### config.mk
export PLATFORM = sky130hd
export DESIGN_NAME = usart_rx_frame_ctrl
export DESIGN_NICKNAME = d
export VERILOG_FILES = /design/src/rtl/usart_rx_frame_ctrl_pkg.sv /design/src/rtl/usart_pkt_buf.sv /design/src/rtl/usart_rx_frame_ctrl.sv
export SDC_FILE = /design/constraint.sdc
export NUM_CORES = 1
export LEC_CHECK = 0
export ABC_AREA = 1
export BUFFER_PORTS_ARGS = -buffer_cell sky130_fd_sc_hd__buf_2
export CORE_UTILIZATION = 65
export DETAILED_ROUTE_END_ITERATION = 12
export MAX_ROUTING_LAYER = met4
export PLACE_DENSITY = 0.85
export SLEW_MARGIN = 20
export SYNTH_ARGS = -nofsm -noshare
export SYNTH_HDL_FRONTEND = slang
export SYNTH_SLANG_ARGS = --single-unit
### constraint.sdc
create_clock -name clk -period 6.25 [get_ports clk]
set_input_delay 0.625 -clock clk [delete_from_list [all_inputs] [get_ports clk]]
set_output_delay 0.625 -clock clk [all_outputs]
set_load 0.05 [all_outputs]
### src/rtl/usart_rx_frame_ctrl_pkg.sv
// Shared definitions for the USART receive-side frame controller:
// state encodings, default start-of-frame byte and bit-timing helpers.
package usart_rx_frame_ctrl_pkg;

  typedef enum logic [2:0] {
    ST_IDLE    = 3'd0,
    ST_LEN     = 3'd1,
    ST_PAYLOAD = 3'd2,
    ST_CHECK   = 3'd3,
    ST_HOLD    = 3'd4
  } state_e;

  localparam logic [7:0] DEFAULT_SOF = 8'hA5;

  // Same expression the receiver and transmitter use for their bit timers.
  function automatic int clks_per_bit(input int clk_freq, input int baud_rate);
    return clk_freq / baud_rate;
  endfunction

  function automatic int addr_w(input int depth);
    return (depth > 1) ? $clog2(depth) : 1;
  endfunction

endpackage

### src/rtl/usart_pkt_buf.sv
// Payload buffer: MAX_LEN x 8 storage, one write port, registered read port.
// Reads at or beyond MAX_LEN return zero.
module usart_pkt_buf
  import usart_rx_frame_ctrl_pkg::*;
#(
  parameter int MAX_LEN = 16,
  parameter int AW      = addr_w(MAX_LEN)
) (
  input  logic          clk,
  input  logic          reset,
  input  logic          wr_en,
  input  logic [AW-1:0] wr_addr,
  input  logic [7:0]    wr_data,
  input  logic [7:0]    rd_addr,
  output logic [7:0]    rd_data
);

  localparam logic [8:0] DEPTH = 9'(MAX_LEN);

  logic [7:0] mem [2**AW];

  // Storage is intentionally not reset; only the read register is.
  always_ff @(posedge clk) begin
    if (wr_en) mem[wr_addr] <= wr_data;
  end

  always_ff @(posedge clk) begin
    if (reset) begin
      rd_data <= '0;
    end else if ({1'b0, rd_addr} < DEPTH) begin
      rd_data <= mem[rd_addr[AW-1:0]];
    end else begin
      rd_data <= '0;
    end
  end

endmodule

### src/rtl/usart_rx_frame_ctrl.sv
// Receive frame controller: SOF / length / payload / checksum framing,
// one-packet hold with valid/ack handshake, and error pulse reporting.
//
// state      | meaning
// ST_IDLE    | hunting for the SOF byte
// ST_LEN     | next byte is the payload length
// ST_PAYLOAD | storing payload bytes into the buffer
// ST_CHECK   | next byte is the XOR checksum
// ST_HOLD    | validated packet held until pkt_ack
module usart_rx_frame_ctrl
  import usart_rx_frame_ctrl_pkg::*;
#(
  parameter int         CLK_FREQ      = 100000000,
  parameter int         BAUD_RATE     = 115200,
  parameter int         MAX_LEN       = 16,
  parameter logic [7:0] SOF           = DEFAULT_SOF,
  parameter int         TIMEOUT_BYTES = 4
) (
  input  logic       clk,
  input  logic       reset,
  input  logic [7:0] rx_data,
  input  logic       rx_toggle,
  input  logic       pkt_ack,
  input  logic [7:0] rd_addr,
  output logic [7:0] rd_data,
  output logic       pkt_valid,
  output logic [7:0] pkt_len,
  output logic       err_checksum,
  output logic       err_length,
  output logic       err_timeout,
  output logic       err_overrun
);

  localparam int          AW           = addr_w(MAX_LEN);
  localparam logic [7:0]  MAX_LEN_B    = 8'(MAX_LEN);
  localparam logic [31:0] TIMEOUT_LAST =
    32'(TIMEOUT_BYTES * 10 * clks_per_bit(CLK_FREQ, BAUD_RATE) - 1);

  state_e      state, state_next;
  logic        toggle_q, strobe;
  logic [7:0]  csum, len, idx, idx_inc;
  logic [31:0] timer, timer_inc;
  logic        len_load, pay_wr, pkt_accept, pkt_release;
  logic        e_cs, e_len, e_to, e_ovr, counting;

  assign strobe    = rx_toggle ^ toggle_q;
  assign idx_inc   = idx + 8'd1;
  assign timer_inc = timer + 32'd1;
  assign counting  = (state == ST_LEN) || (state == ST_PAYLOAD) || (state == ST_CHECK);

  always_comb begin
    state_next  = state;
    len_load    = 1'b0;
    pay_wr      = 1'b0;
    pkt_accept  = 1'b0;
    pkt_release = 1'b0;
    e_cs        = 1'b0;
    e_len       = 1'b0;
    e_to        = 1'b0;
    e_ovr       = 1'b0;
    case (state)
      ST_IDLE: begin
        if (strobe && rx_data == SOF) state_next = ST_LEN;
      end
      ST_LEN: begin
        if (strobe) begin
          len_load = 1'b1;
          if (rx_data > MAX_LEN_B) begin
            e_len      = 1'b1;
            state_next = ST_IDLE;
          end else if (rx_data == 8'd0) begin
            state_next = ST_CHECK;
          end else begin
            state_next = ST_PAYLOAD;
          end
        end
      end
      ST_PAYLOAD: begin
        if (strobe) begin
          pay_wr = 1'b1;
          if (idx_inc == len) state_next = ST_CHECK;
        end
      end
      ST_CHECK: begin
        if (strobe) begin
          if (rx_data == csum) begin
            pkt_accept = 1'b1;
            state_next = ST_HOLD;
          end else begin
            e_cs       = 1'b1;
            state_next = ST_IDLE;
          end
        end
      end
      ST_HOLD: begin
        if (pkt_ack) begin
          // An ack coinciding with a strobe hands that byte to the SOF hunt.
          pkt_release = 1'b1;
          state_next  = (strobe && rx_data == SOF) ? ST_LEN : ST_IDLE;
        end else if (strobe) begin
          e_ovr = 1'b1;
        end
      end
      default: state_next = ST_IDLE;
    endcase
    if (counting && !strobe && timer_inc == TIMEOUT_LAST) begin
      e_to       = 1'b1;
      state_next = ST_IDLE;
    end
  end

  always_ff @(posedge clk) begin
    if (reset) begin
      state        <= ST_IDLE;
      toggle_q     <= rx_toggle;
      csum         <= '0;
      len          <= '0;
      idx          <= '0;
      timer        <= '0;
      pkt_valid    <= 1'b0;
      pkt_len      <= '0;
      err_checksum <= 1'b0;
      err_length   <= 1'b0;
      err_timeout  <= 1'b0;
      err_overrun  <= 1'b0;
    end else begin
      state        <= state_next;
      toggle_q     <= rx_toggle;
      err_checksum <= e_cs;
      err_length   <= e_len;
      err_timeout  <= e_to;
      err_overrun  <= e_ovr;
      if (strobe || !counting || e_to) timer <= '0;
      else                             timer <= timer_inc;
      if (len_load) begin
        csum <= rx_data;
        len  <= rx_data;
        idx  <= '0;
      end else if (pay_wr) begin
        csum <= csum ^ rx_data;
        idx  <= idx_inc;
      end
      if (pkt_accept) begin
        pkt_valid <= 1'b1;
        pkt_len   <= len;
      end else if (pkt_release) begin
        pkt_valid <= 1'b0;
      end
    end
  end

  usart_pkt_buf #(
    .MAX_LEN (MAX_LEN),
    .AW      (AW)
  ) u_pkt_buf (
    .clk     (clk),
    .reset   (reset),
    .wr_en   (pay_wr),
    .wr_addr (idx[AW-1:0]),
    .wr_data (rx_data),
    .rd_addr (rd_addr),
    .rd_data (rd_data)
  );

endmodule

; ---- Word-level counts from Yosys, hierarchy flattened
; Memory sizes are Yosys's and may differ from the RTL's. A register that Yosys moved wholly into a read port is not among the register bits.
; Index checks and enable logic that the tools add are counted.
; W data, S select, Z words.
[totals]
mem_bits_rw = 128
n_memories = 1
reg_bits = 73
word_cells = 87
output_inout_bits = 21
inputBits = 20
[memory_table]
columns = memory, depth, word_bits, rd, rd_clocked_by_memory_dff, write_ports, line_no
row1 = u_pkt_buf.mem, 16, 8, 1, 1, 1, usart_pkt_buf.sv:20  ; logic [7:0] mem [2**AW];
[op_classes]
magnitude_cmp = 2
reduce_logical = 21
bitwise_logic = 7
add_sub_neg = 2
muxes = 28
eq_ne = 14
[op_table]
columns = op, count
row1 = $add A32 B1 Y32 const B, 1
row2 = $eq A32 B16 Y1 const B, 1
row3 = $mux W3, 7
row4 = $mux W1, 17
row5 = $eq A8 B8 Y1, 2
row6 = $mux W8, 2
row7 = $pmux W3 S5, 1
row8 = $ne A2 B2 Y1 const B, 5
row9 = $reduce_or A3 Y1, 3
row10 = $add A8 B1 Y8 const B, 1
row11 = $eq A8 B8 Y1 const B, 1
row12 = $gt A8 B5 Y1 const B, 1
row13 = $logic_not A8 Y1, 1
row14 = $lt A8 B5 Y1 const B, 1
row15 = $reduce_or A2 Y1, 4
row16 = $xor A8 B8 Y8, 1
row17 = $eq A3 B2 Y1 const B, 2
row18 = $reduce_and A6 Y1, 1
row19 = $not A1 Y1, 5
row20 = $logic_or A1 B1 Y1, 4
row21 = $reduce_bool A2 Y1, 2
row22 = $eq A3 B1 Y1 const B, 1
row23 = $eq A3 B3 Y1 const B, 1
row24 = $logic_and A1 B1 Y1, 3
row25 = 5 further kinds, 6

; ---- Longest topological paths before layout
[depth]
word_depth = 8
ltp_mapped = 16
depth_no_buf = 16

; ---- Modules after synthesis
; Synthesis repeated with hierarchy kept, for this count alone.
[unflattened]
cells_unflattened = 1240
hier_area_um2 = 10029.6
[by_module_without_submodules]
columns = mod, area_each_um2, cells_each, n_inst, seq_area_each_um2
row1 = usart_pkt_buf, 5876.9, 577, 1, 4003.8
row2 = usart_rx_frame_ctrl, 4152.7, 663, 1, 1461.4

; ---- Worst setup path after synthesis
; Ideal clock, no wire load.
[synth_path]
path_kind = in2reg
start = input port rx_toggle
end = memory u_pkt_buf.mem[0][0] (enable)
path_stages = 7
setup_time_ns = 0.370
required_time_ns = 5.880
setup_slack_ns = 3.993
path_buffers = 1
t_arrival_ns = 1.887
cell_sequence = xnor2_1 -> inv_1 -> nand2_1 -> inv_1 -> clkbuf_1 -> nand2_1 -> nor2_1
[synth_via]
elab_chain_cells = 5
[synth_lines]
columns = element, line_no
row1 = from (decl), usart_rx_frame_ctrl.sv:22  ; input logic rx_toggle,
row2 = $xor A1 B1 Y1, usart_rx_frame_ctrl.sv:46  ; assign strobe = rx_toggle ^ toggle_q;
row3 = $mux W1, usart_rx_frame_ctrl.sv:79  ; if (strobe) begin
row4 = $mux W1, usart_rx_frame_ctrl.sv:61  ; case (state)
row5 = $mux W1, usart_pkt_buf.sv:24  ; if (wr_en) mem[wr_addr] <= wr_data;
row6 = $mux W1 (not written as such), usart_pkt_buf.sv:24
row7 = to (decl), usart_pkt_buf.sv:20
; Every way passes these cells.

; ---- Worst setup path after layout
[layout_path]
start = register timer[0]
end = register timer[0]
[layout_via]
elab_chain_cells = 6
[layout_lines]
columns = element, line_no
row1 = from (decl), usart_rx_frame_ctrl.sv:42  ; logic [31:0] timer, timer_inc;
row2 = from (signal assigned), usart_rx_frame_ctrl.sv:134  ; else timer <= timer_inc;
row3 = $add A32 B1 Y32 (*), usart_rx_frame_ctrl.sv:48  ; assign timer_inc = timer + 32'd1;
row4 = $eq A32 B16 Y1, usart_rx_frame_ctrl.sv:106  ; if (counting && !strobe && timer_inc == TIMEOUT_LAST) begin
row5 = $logic_and A1 B1 Y1, usart_rx_frame_ctrl.sv:106
row6 = $mux W1, usart_rx_frame_ctrl.sv:106
row7 = $logic_or A1 B1 Y1, usart_rx_frame_ctrl.sv:133  ; if (strobe || !counting || e_to) timer <= '0;
row8 = $reduce_or A2 Y1 (no line), -
; Mark *: on every way between the ends. The rest lies on a longest branch, timed or not.
; A chain may end at the register's enable or synchronous reset.

==> out/results.ini <==
[sta]
max_freq_mhz = 340
tightest_slew_ns = 1.08
finalSetupViolations = 0
rsz0062_at_grt = false
min_period_ns = 2.94
period_share = 0.471
fin_skew_ns = 0.0167
final_hold_viol_count = 0
fin_tns_setup_ns = 0
maxSlewHeadroom = 0.277
slew_violations = 0

[finish]
seqCellArea_um2 = 5470
drive_above_1_share = 0.0914
nets = 1126
multi_input_area_um2 = 3430
finalNonFillerCells = 1300
fillers = 1025
fin_area_um2 = 10700
antennaDiodeCount = 0
area_growth_pct = 11.0

[yosys]
synth_common_cells = nand2_1 (226), inv_1 (149), edfxtp_1 (128)
synth-seq-cells = 209
synth_top_area_share = 0.400
syn_inst = 1067
yosys_warnings = 0
synth_most_common_cell = nand2_1
yosys.area.top_type = edfxtp_1
synthArstFlopShare = 0
avgSynthCellArea_um2 = 9.00
yosys-top-cells-area = edfxtp_1 (40%), dfxtp_1 (17%), nand2_1 (8.8%)
syn_area_um2 = 9610
synth-edff-count = 128
syn_nets = 1093
synthFlopType = edfxtp_1
synthDistinctLibCells = 36
ys_seq_area_frac = 0.569

[route]
first_pass_iters = 6
dr_total_vias = 7504
drc = 0
antenna_left = 0
via_per_inst = 5.77
routed_wl_um = 21900
route.detailed.wl_per_inst_um = 16.8
drt_iter0_drc = 776

[cts]
htree_levels = 1
cts_num_sinks = 209
clock_path_buffers = 3
cts_hold_buf = 0
cts_made_buffers = 22
clk_latency_ns = 0.51
path_clk_slew_ns = 0.07
postCtsSetupBuffers = 0
cts_resized = 0
cts_tree = built
cts_root_buf = clkbuf_16

[placement]
placed_area_um2 = 9900
dp.cells = 1260
io_buffers = 40
routabilityCongestion = 0.951
dp_hpwl_um = 14300

[global_route]
antenna_found_initial = 0
grt.total_usage = 0.305
overflow = 0
grt_max_degree = 105
first_global_vias = 7040
grt_pass1_wl_um = 34900

[setup_path]
crit_family = simple AND/OR/NAND/NOR gates
required_ns = 6.60
cpMostUsedCell = nand2_1
worstPathCellList = ha_1, nand2_1, nor2_4, nand3_1, o21ai_0, nand2_1, inv_1, nand2_1, nor2_1, nand3_1, nor2_4, nor3_1
startpoint_type = register
worstPathMaxFanout = 32
critPathSlowestCell = nor2_4
critPathKind = reg2reg
arrival_ns = 3.29
end_kind = register
cpPeakStageDelay_ns = 0.71
worst-path-buf-inv = 1

[power]
power_mw = 2.93
p_leak_nw = 4.04
power_density_nw_per_um2 = 275
vdd_drop_max_mv = 0.211

[die]
rows = 44
core_um2 = 14500
ioPinCount = 41
dieHeight_um = 124
die_x_um = 124
start_util = 0.664
die_area_um2 = 15300

[min_path]
hold_class = in2reg

[outcome]
outcome = completed

[flow_run]
drv_cap = 0

==> sequential cells by signal, indices dropped and copies added, names as in the netlist <==
name	flops
u_pkt_buf.mem	128
pkt_valid	1
err_timeout	1
err_checksum	1
u_pkt_buf.rd_data	8
state	3
pkt_len	8
err_overrun	1
len	8
csum	8
idx	8
timer	32
err_length	1
toggle_q	1
==> cell usage in the layout (no fill, tap or decap), types with 37 or more instances in the layout <==
| cell | netlist | routed |
|---|---|---|
| a21oi_1 | 62 | 62 |
| buf_2 | 2 | 39 |
| nand3_1 | 37 | 37 |
| inv_1 | 149 | 149 |
| dfxtp_1 | 81 | 81 |
| o21ai_0 | 79 | 79 |
| nor2_1 | 112 | 112 |
| edfxtp_1 | 128 | 128 |
| nand2_1 | 226 | 226 |
==> cells by family (layout without fill, tap and decap cells) <==
logic type | after synthesis | in the layout | synth area share
AOI/OAI and AO/OA | 190 | 190 | 0.110
xor gates and xnor gates | 10 | 10 | 0.00912
muxes | 24 | 24 | 0.0250
adders and majority gates | 6 | 6 | 0.00781
DFF | 209 | 209 | 0.569
buffers and inverters | 182 | 231 | 0.0737
and+or+nand+nor | 446 | 446 | 0.205
==> worst paths after layout <==
check	startpoint	endpoint	slack, ns	cells after the start
worst max-delay path	timer[0]	timer[0]	3.31	12
worst max register to register	timer[0]	timer[0]	3.31	12
worst min-delay path	rx_toggle	toggle_q	0.25	1
worst min register to register	pkt_len[5]	pkt_len[5]	0.45	2
==> final cells by class <==
cell class	count	share of cell area
Sequential cell	209	0.512
Multi-Input combinational cell	676	0.322
Clock buffer	26	0.0558
Inverter	150	0.0528
Tap cell	184	0.0216
Timing Repair Buffer	41	0.0197
Clock inverter	14	0.0156
==> layer usage <==
metal  vias to the layer above  share of wire  track usage
met1                      3468           0.41        0.388
met2                       350           0.49        0.506
met4                         0          0.024       0.0896
li1                       3629              -            -
met5                         -              0            -
met3                        57          0.070       0.0485
==> power by group <==
| part | total, mW | switching, mW | internal [mW] | leakage (nW) |
|---|---|---|---|---|
| Clock | 1.34 | 0.527 | 0.809 | 0.359 |
| Combinational | 0.124 | 0.0905 | 0.0337 | 1.87 |
| Sequential | 1.47 | 0.00409 | 1.47 | 1.80 |
| Total | 2.93 | 0.622 | 2.31 | 4.04 |
==> stage by stage <==
step	setup WS (ns)	utilization	hold WS, ns
final	3.31	0.737	0.249
after global routing	3.09	0.737	0.247
after CTS	3.31	0.737	0.246
after detailed placement	3.25	0.684	0.436
after global placement	3.35	0.684	0.434
after floorplan	3.99	-	0.454
Power figures use the tool's default switching activity.
